`config.mk`:
```
export PLATFORM = sky130hd
export DESIGN_NAME = imem_loader
export DESIGN_NICKNAME = d
export VERILOG_FILES = /design/src/rtl/imem_loader.sv
export SDC_FILE = /design/constraint.sdc
export NUM_CORES = 1
export LEC_CHECK = 0
export BUFFER_PORTS_ARGS = -buffer_cell sky130_fd_sc_hd__buf_2
export CORE_MARGIN = 1.5
export CORE_UTILIZATION = 25
export CTS_BUF_LIST = sky130_fd_sc_hd__clkbuf_4 sky130_fd_sc_hd__clkbuf_8 sky130_fd_sc_hd__clkbuf_16
export DETAILED_ROUTE_END_ITERATION = 10
export GPL_TIMING_DRIVEN = 0
export PLACE_DENSITY_LB_ADDON = 0.15
export SLEW_MARGIN = 20
export SYNTH_ARGS = -nofsm -noshare
export SYNTH_HDL_FRONTEND = slang
export SYNTH_SLANG_ARGS = --single-unit
```
`constraint.sdc`:
```
create_clock -name clk -period 3.68 [get_ports clk]
set_input_delay 0.736 -clock clk [delete_from_list [all_inputs] [get_ports clk]]
set_output_delay 0.736 -clock clk [all_outputs]
set_load 0.02 [all_outputs]
```
`src/rtl/imem_loader.sv`:
```
// imem_loader: boot-time byte-stream loader for the 16-bit instruction memory.
// Packs big-endian byte pairs into words, writes them from BASE_ADDR upward,
// checks a trailing XOR checksum and then releases the core via cpu_run.
//
// Ports:
//   clk, rst        system clock, asynchronous active-high reset
//   byte_data/valid incoming stream byte and its qualifier
//   byte_ready      loader accepts a byte this cycle (low only once done)
//   start           single-cycle pulse that re-arms the loader from DONE
//   mem_we/addr/    one-cycle instruction-memory write port
//   mem_wdata
//   words_loaded    words written since the current load began
//   cpu_run         memory image valid, core may fetch
//   err             checksum mismatch on the last load
module imem_loader #(
    parameter int          ADDR_W    = 16,
    parameter int unsigned BASE_ADDR = 0
) (
    input  logic              clk,
    input  logic              rst,
    input  logic [7:0]        byte_data,
    input  logic              byte_valid,
    output logic              byte_ready,
    input  logic              start,
    output logic              mem_we,
    output logic [ADDR_W-1:0] mem_addr,
    output logic [15:0]       mem_wdata,
    output logic [15:0]       words_loaded,
    output logic              cpu_run,
    output logic              err
);

    typedef enum logic [2:0] {
        S_LEN_HI,
        S_LEN_LO,
        S_DATA_HI,
        S_DATA_LO,
        S_CSUM,
        S_DONE
    } state_t;

    localparam logic [ADDR_W-1:0] BASE = ADDR_W'(BASE_ADDR);

    state_t            state_q, state_d;
    logic [15:0]       len_q, len_d;
    logic [7:0]        csum_q, csum_d;
    logic [7:0]        hi_q, hi_d;
    logic              mem_we_q, mem_we_d;
    logic [ADDR_W-1:0] mem_addr_q, mem_addr_d;
    logic [15:0]       mem_wdata_q, mem_wdata_d;
    logic [15:0]       words_q, words_d;
    logic              cpu_run_q, cpu_run_d;
    logic              err_q, err_d;
    logic              accept;

    assign byte_ready   = (state_q != S_DONE);
    assign accept       = byte_valid && byte_ready;
    assign mem_we       = mem_we_q;
    assign mem_addr     = mem_addr_q;
    assign mem_wdata    = mem_wdata_q;
    assign words_loaded = words_q;
    assign cpu_run      = cpu_run_q;
    assign err          = err_q;

    always_comb begin
        state_d     = state_q;
        len_d       = len_q;
        csum_d      = csum_q;
        hi_d        = hi_q;
        mem_we_d    = 1'b0;
        mem_addr_d  = mem_addr_q;
        mem_wdata_d = mem_wdata_q;
        words_d     = words_q;
        cpu_run_d   = cpu_run_q;
        err_d       = err_q;
        unique case (state_q)
            S_LEN_HI: begin
                if (accept) begin
                    len_d[15:8] = byte_data;
                    state_d     = S_LEN_LO;
                end
            end
            S_LEN_LO: begin
                if (accept) begin
                    len_d[7:0] = byte_data;
                    csum_d     = 8'h00;
                    if ({len_q[15:8], byte_data} != 16'h0000)
                        state_d = S_DATA_HI;
                    else
                        state_d = S_CSUM;
                end
            end
            S_DATA_HI: begin
                if (accept) begin
                    hi_d    = byte_data;
                    csum_d  = csum_q ^ byte_data;
                    state_d = S_DATA_LO;
                end
            end
            S_DATA_LO: begin
                if (accept) begin
                    csum_d      = csum_q ^ byte_data;
                    mem_we_d    = 1'b1;
                    // words_q is the index of the word being written
                    mem_addr_d  = BASE + ADDR_W'(words_q);
                    mem_wdata_d = {hi_q, byte_data};
                    words_d     = words_q + 16'd1;
                    if (words_d == len_q)
                        state_d = S_CSUM;
                    else
                        state_d = S_DATA_HI;
                end
            end
            S_CSUM: begin
                if (accept) begin
                    cpu_run_d = (byte_data == csum_q);
                    err_d     = (byte_data != csum_q);
                    state_d   = S_DONE;
                end
            end
            S_DONE: begin
                if (start) begin
                    cpu_run_d = 1'b0;
                    err_d     = 1'b0;
                    words_d   = 16'h0000;
                    state_d   = S_LEN_HI;
                end
            end
            default: state_d = S_LEN_HI;
        endcase
    end

    always_ff @(posedge clk or posedge rst) begin
        if (rst) begin
            state_q     <= S_LEN_HI;
            len_q       <= 16'h0000;
            csum_q      <= 8'h00;
            hi_q        <= 8'h00;
            mem_we_q    <= 1'b0;
            mem_addr_q  <= BASE;
            mem_wdata_q <= 16'h0000;
            words_q     <= 16'h0000;
            cpu_run_q   <= 1'b0;
            err_q       <= 1'b0;
        end else begin
            state_q     <= state_d;
            len_q       <= len_d;
            csum_q      <= csum_d;
            hi_q        <= hi_d;
            mem_we_q    <= mem_we_d;
            mem_addr_q  <= mem_addr_d;
            mem_wdata_q <= mem_wdata_d;
            words_q     <= words_d;
            cpu_run_q   <= cpu_run_d;
            err_q       <= err_d;
        end
    end

endmodule

```
==> flow_summary.toml <==
[outcome]
status = "complete, no violations"

[timing]
post-route-period-util_pct = 81.6
worst_pin_slew_ns = 1.07
fin_setup_tns_ns = 0
setup_viol = 0
fin_crit_ns = 3.00
maxSlewViolCount = 0
relSlewSlack_pct = 28.3
finClkSkew_ns = 0.00783
hold_viol = 0
fmax_mhz = 333
rsz0062_at_grt = "no"

[yosys]
ys_seq_area_share_pct = 50.7
postSynthCellCount = 458
syn_area_sq_um = 4250
synth_cell_types = 53
synth-edff-count = 0
synthArstFlopShare_pct = 100
synth_nets = 471
synth_area_per_cell_sq_um = 9.27
synth_ff_type = "dfrtp_1"
yosys_warnings = 0
ys_ff_latch = 86

[critical_path]
required_ns = 3.91
crit_arrival_ns = 3.23
path_max_fanout = 8
cp-start-kind = "register"
cpLargestDelayFamily = "simple AND/OR/NAND/NOR gates"
crit_path_max_incr_delay_ns = 0.61
endpoint_kind = "register"
crit_buf_inv = 0
slowest_stage = "or4_4"
path_cells = "ha_1, nand4_2, or4_4, xnor2_1, o211ai_1, or4b_1, o31a_1"
criticalPathCategory = "register to register"
reg2reg_slack_ns = 0.68

[power_and_ir_drop]
total_power_w = 0.00293
clockPowerShare_pct = 31.0
seqPwrFrac_pct = 44.0
p_sw_share_pct = 33.4
cell_internal_pwr_w = 0.00195
ir_worst_vdd_mv = 0.232
p_switching_w = 0.000977
combPwrFrac_pct = 25.1
power_density_nw_per_um2 = 571
leakage_nw = 2.37

[placement]
gp_congestion = 0.791
io_buffer_count = 54
dpl.hpwl_mm = 8.29

[detailed_routing]
drtIter0Drc = 163
vias = 3441
post-route-drc-count = 0
drtAntennaViolNets = 0
dr.pass1.iters = 4
wirelength_mm = 11.7
vias_per_cell = 4.60
wl_per_cell_microns = 15.6

[hold_path]
hp-class = "input port to async pin"

[clock_network]
clk_pin_slew_ns = 0.06
clockBufferDepth = 2
cts_tree = "yes"
cts_buffers = 9
post_cts_buffers = 0
htreeDepth = 3
cts.sinks = 86
clkLatencyLatePin_ns = 0.34
cts_resized = 0
hold_buffers = 0
cts_root_buffer = "clkbuf_16"

[floorplan]
die_y_microns = 133
pin_count = 64
die_w_microns = 133
core_sq_um = 16600
die_area_sq_um = 17800
start_util_pct = 25.6
num_rows = 47

[grt]
grt_pass1_vias = 3433
antenna_found_initial = 0
grtUsageTotal_pct = 14.0
grt_max_degree = 61
gr-total-overflow = 0
grt_pass1_wl_mm = 19.2

[cells_and_area]
layout_common_cells = "nand2_1, dfrtp_1, buf_2"
antennaDiodeCount = 0
fin_nets = 537
area_growth_pct = 20.7
fillers = 1844
multi_input_area_sq_um = 1870
final-seq-area_sq_um = 2150
drive_gt1_share_pct = 21.6
final_common_cell = "nand2_1"

[flow_run]
cap_violations = 0
-- power by group through the flow --
stage	Clock (W)	Combinational [W]	Sequential [W]
after floorplan	0	0.000404	0.00138
after global placement	0	0.000729	0.00130
after detailed placement	0	0.000744	0.00130
after CTS	0.000945	0.000747	0.00129
after global routing	0.000983	0.000818	0.00132
final	0.000906	0.000733	0.00129
-- cells in the mapped netlist, drive strengths merged (3+ instances only) --
master,instances,share of area (%)
or3,4,0.59
nand4,10,1.6
nand2,129,11
a31oi,6,0.88
nand3,7,0.83
nor2,21,1.9
clkbuf,25,2.7
inv,8,0.71
o21ai,38,4.5
and3b,3,0.65
mux2,23,6.1
nor4,8,1.2
dfrtp,86,51
o211ai,3,0.53
xor2,7,1.4
a21oi,8,0.94
xnor2,20,4.1
buf,11,1.9
nand2b,3,0.44
nor3,6,0.71
-- per-stage QoR --
stage          setup WS (ns)  cell area, sq um  hold slack (ns)  utilization [%]  cells
6_report               0.678              5120            0.346             30.9    748
5_1_grt                0.519              5120            0.362             30.9    748
4_1_cts                0.656              5120            0.349             30.9    748
3_5_place_dp           0.673              4820            0.458             29.1    733
3_3_place_gp          -0.528              4790            0.448             28.9    732
2_1_floorplan          0.722              4250            0.435                -    458
-- cell type report --
class | instances | share of cell area (%)
flip-flops and latches | 86 | 42.0
multi-input cells | 328 | 36.5
repair buffers | 55 | 5.81
well taps | 220 | 5.37
clock buffers | 10 | 4.54
plain buffers | 36 | 3.83
clock inverters | 5 | 1.20
inverters | 8 | 0.684
-- logic make-up after synthesis --
kind of cell               share of synthesized area [%]
and+or+nand+nor                                     22.0
DFF                                                 50.7
AOI/OAI and AO/OA                                   9.99
buffers and inverters                               5.33
xor gates and xnor gates                            5.57
muxes                                               6.10
adders and majority gates                          0.295
-- worst paths after layout --
| kind | cells after the start | end | startpoint |
|---|---|---|---|
| hold / removal | 2 | mem_addr[12]$_DFFE_PP0P_ | rst |
| hold reg to reg | 2 | mem_addr[9]$_DFFE_PP0P_ | mem_addr[9]$_DFFE_PP0P_ |
| setup reg to reg | 7 | state_q[1]$_DFFE_PP0P_ | words_loaded[1]$_DFFE_PP0P_ |
| min in group clk | 2 | mem_addr[9]$_DFFE_PP0P_ | mem_addr[9]$_DFFE_PP0P_ |
| max in group asynchronous | 3 | mem_wdata[1]$_DFFE_PP0P_ | rst |
| setup / recovery | 7 | state_q[1]$_DFFE_PP0P_ | words_loaded[1]$_DFFE_PP0P_ |
-- layer usage --
layer / global-route usage, % / vias to the layer above / wire length, microns
met5: 0 / - / 0
li1: - / 1685 / -
met1: 18.9 / 1657 / 5490
met4: 4.53 / 0 / 230
met2: 21.7 / 84 / 5350
met3: 4.15 / 15 / 588
-- worst register-to-register path, cell delays in order (launching register included) --
cell	delay, ns
dfrtp_1	0.51
ha_1	0.36
nand4_2	0.26
or4_4	0.61
xnor2_1	0.18
o211ai_1	0.10
or4b_1	0.54
o31a_1	0.33
-- state kept, by name (all words and copies together), names as in the netlist --
name,flops
hi_q,8
csum_q,8
mem_wdata,16
err,1
state_q,3
mem_we,1
words_loaded,16
cpu_run,1
len_q,16
mem_addr,16
Note: power is estimated with default switching activity, not from simulation.
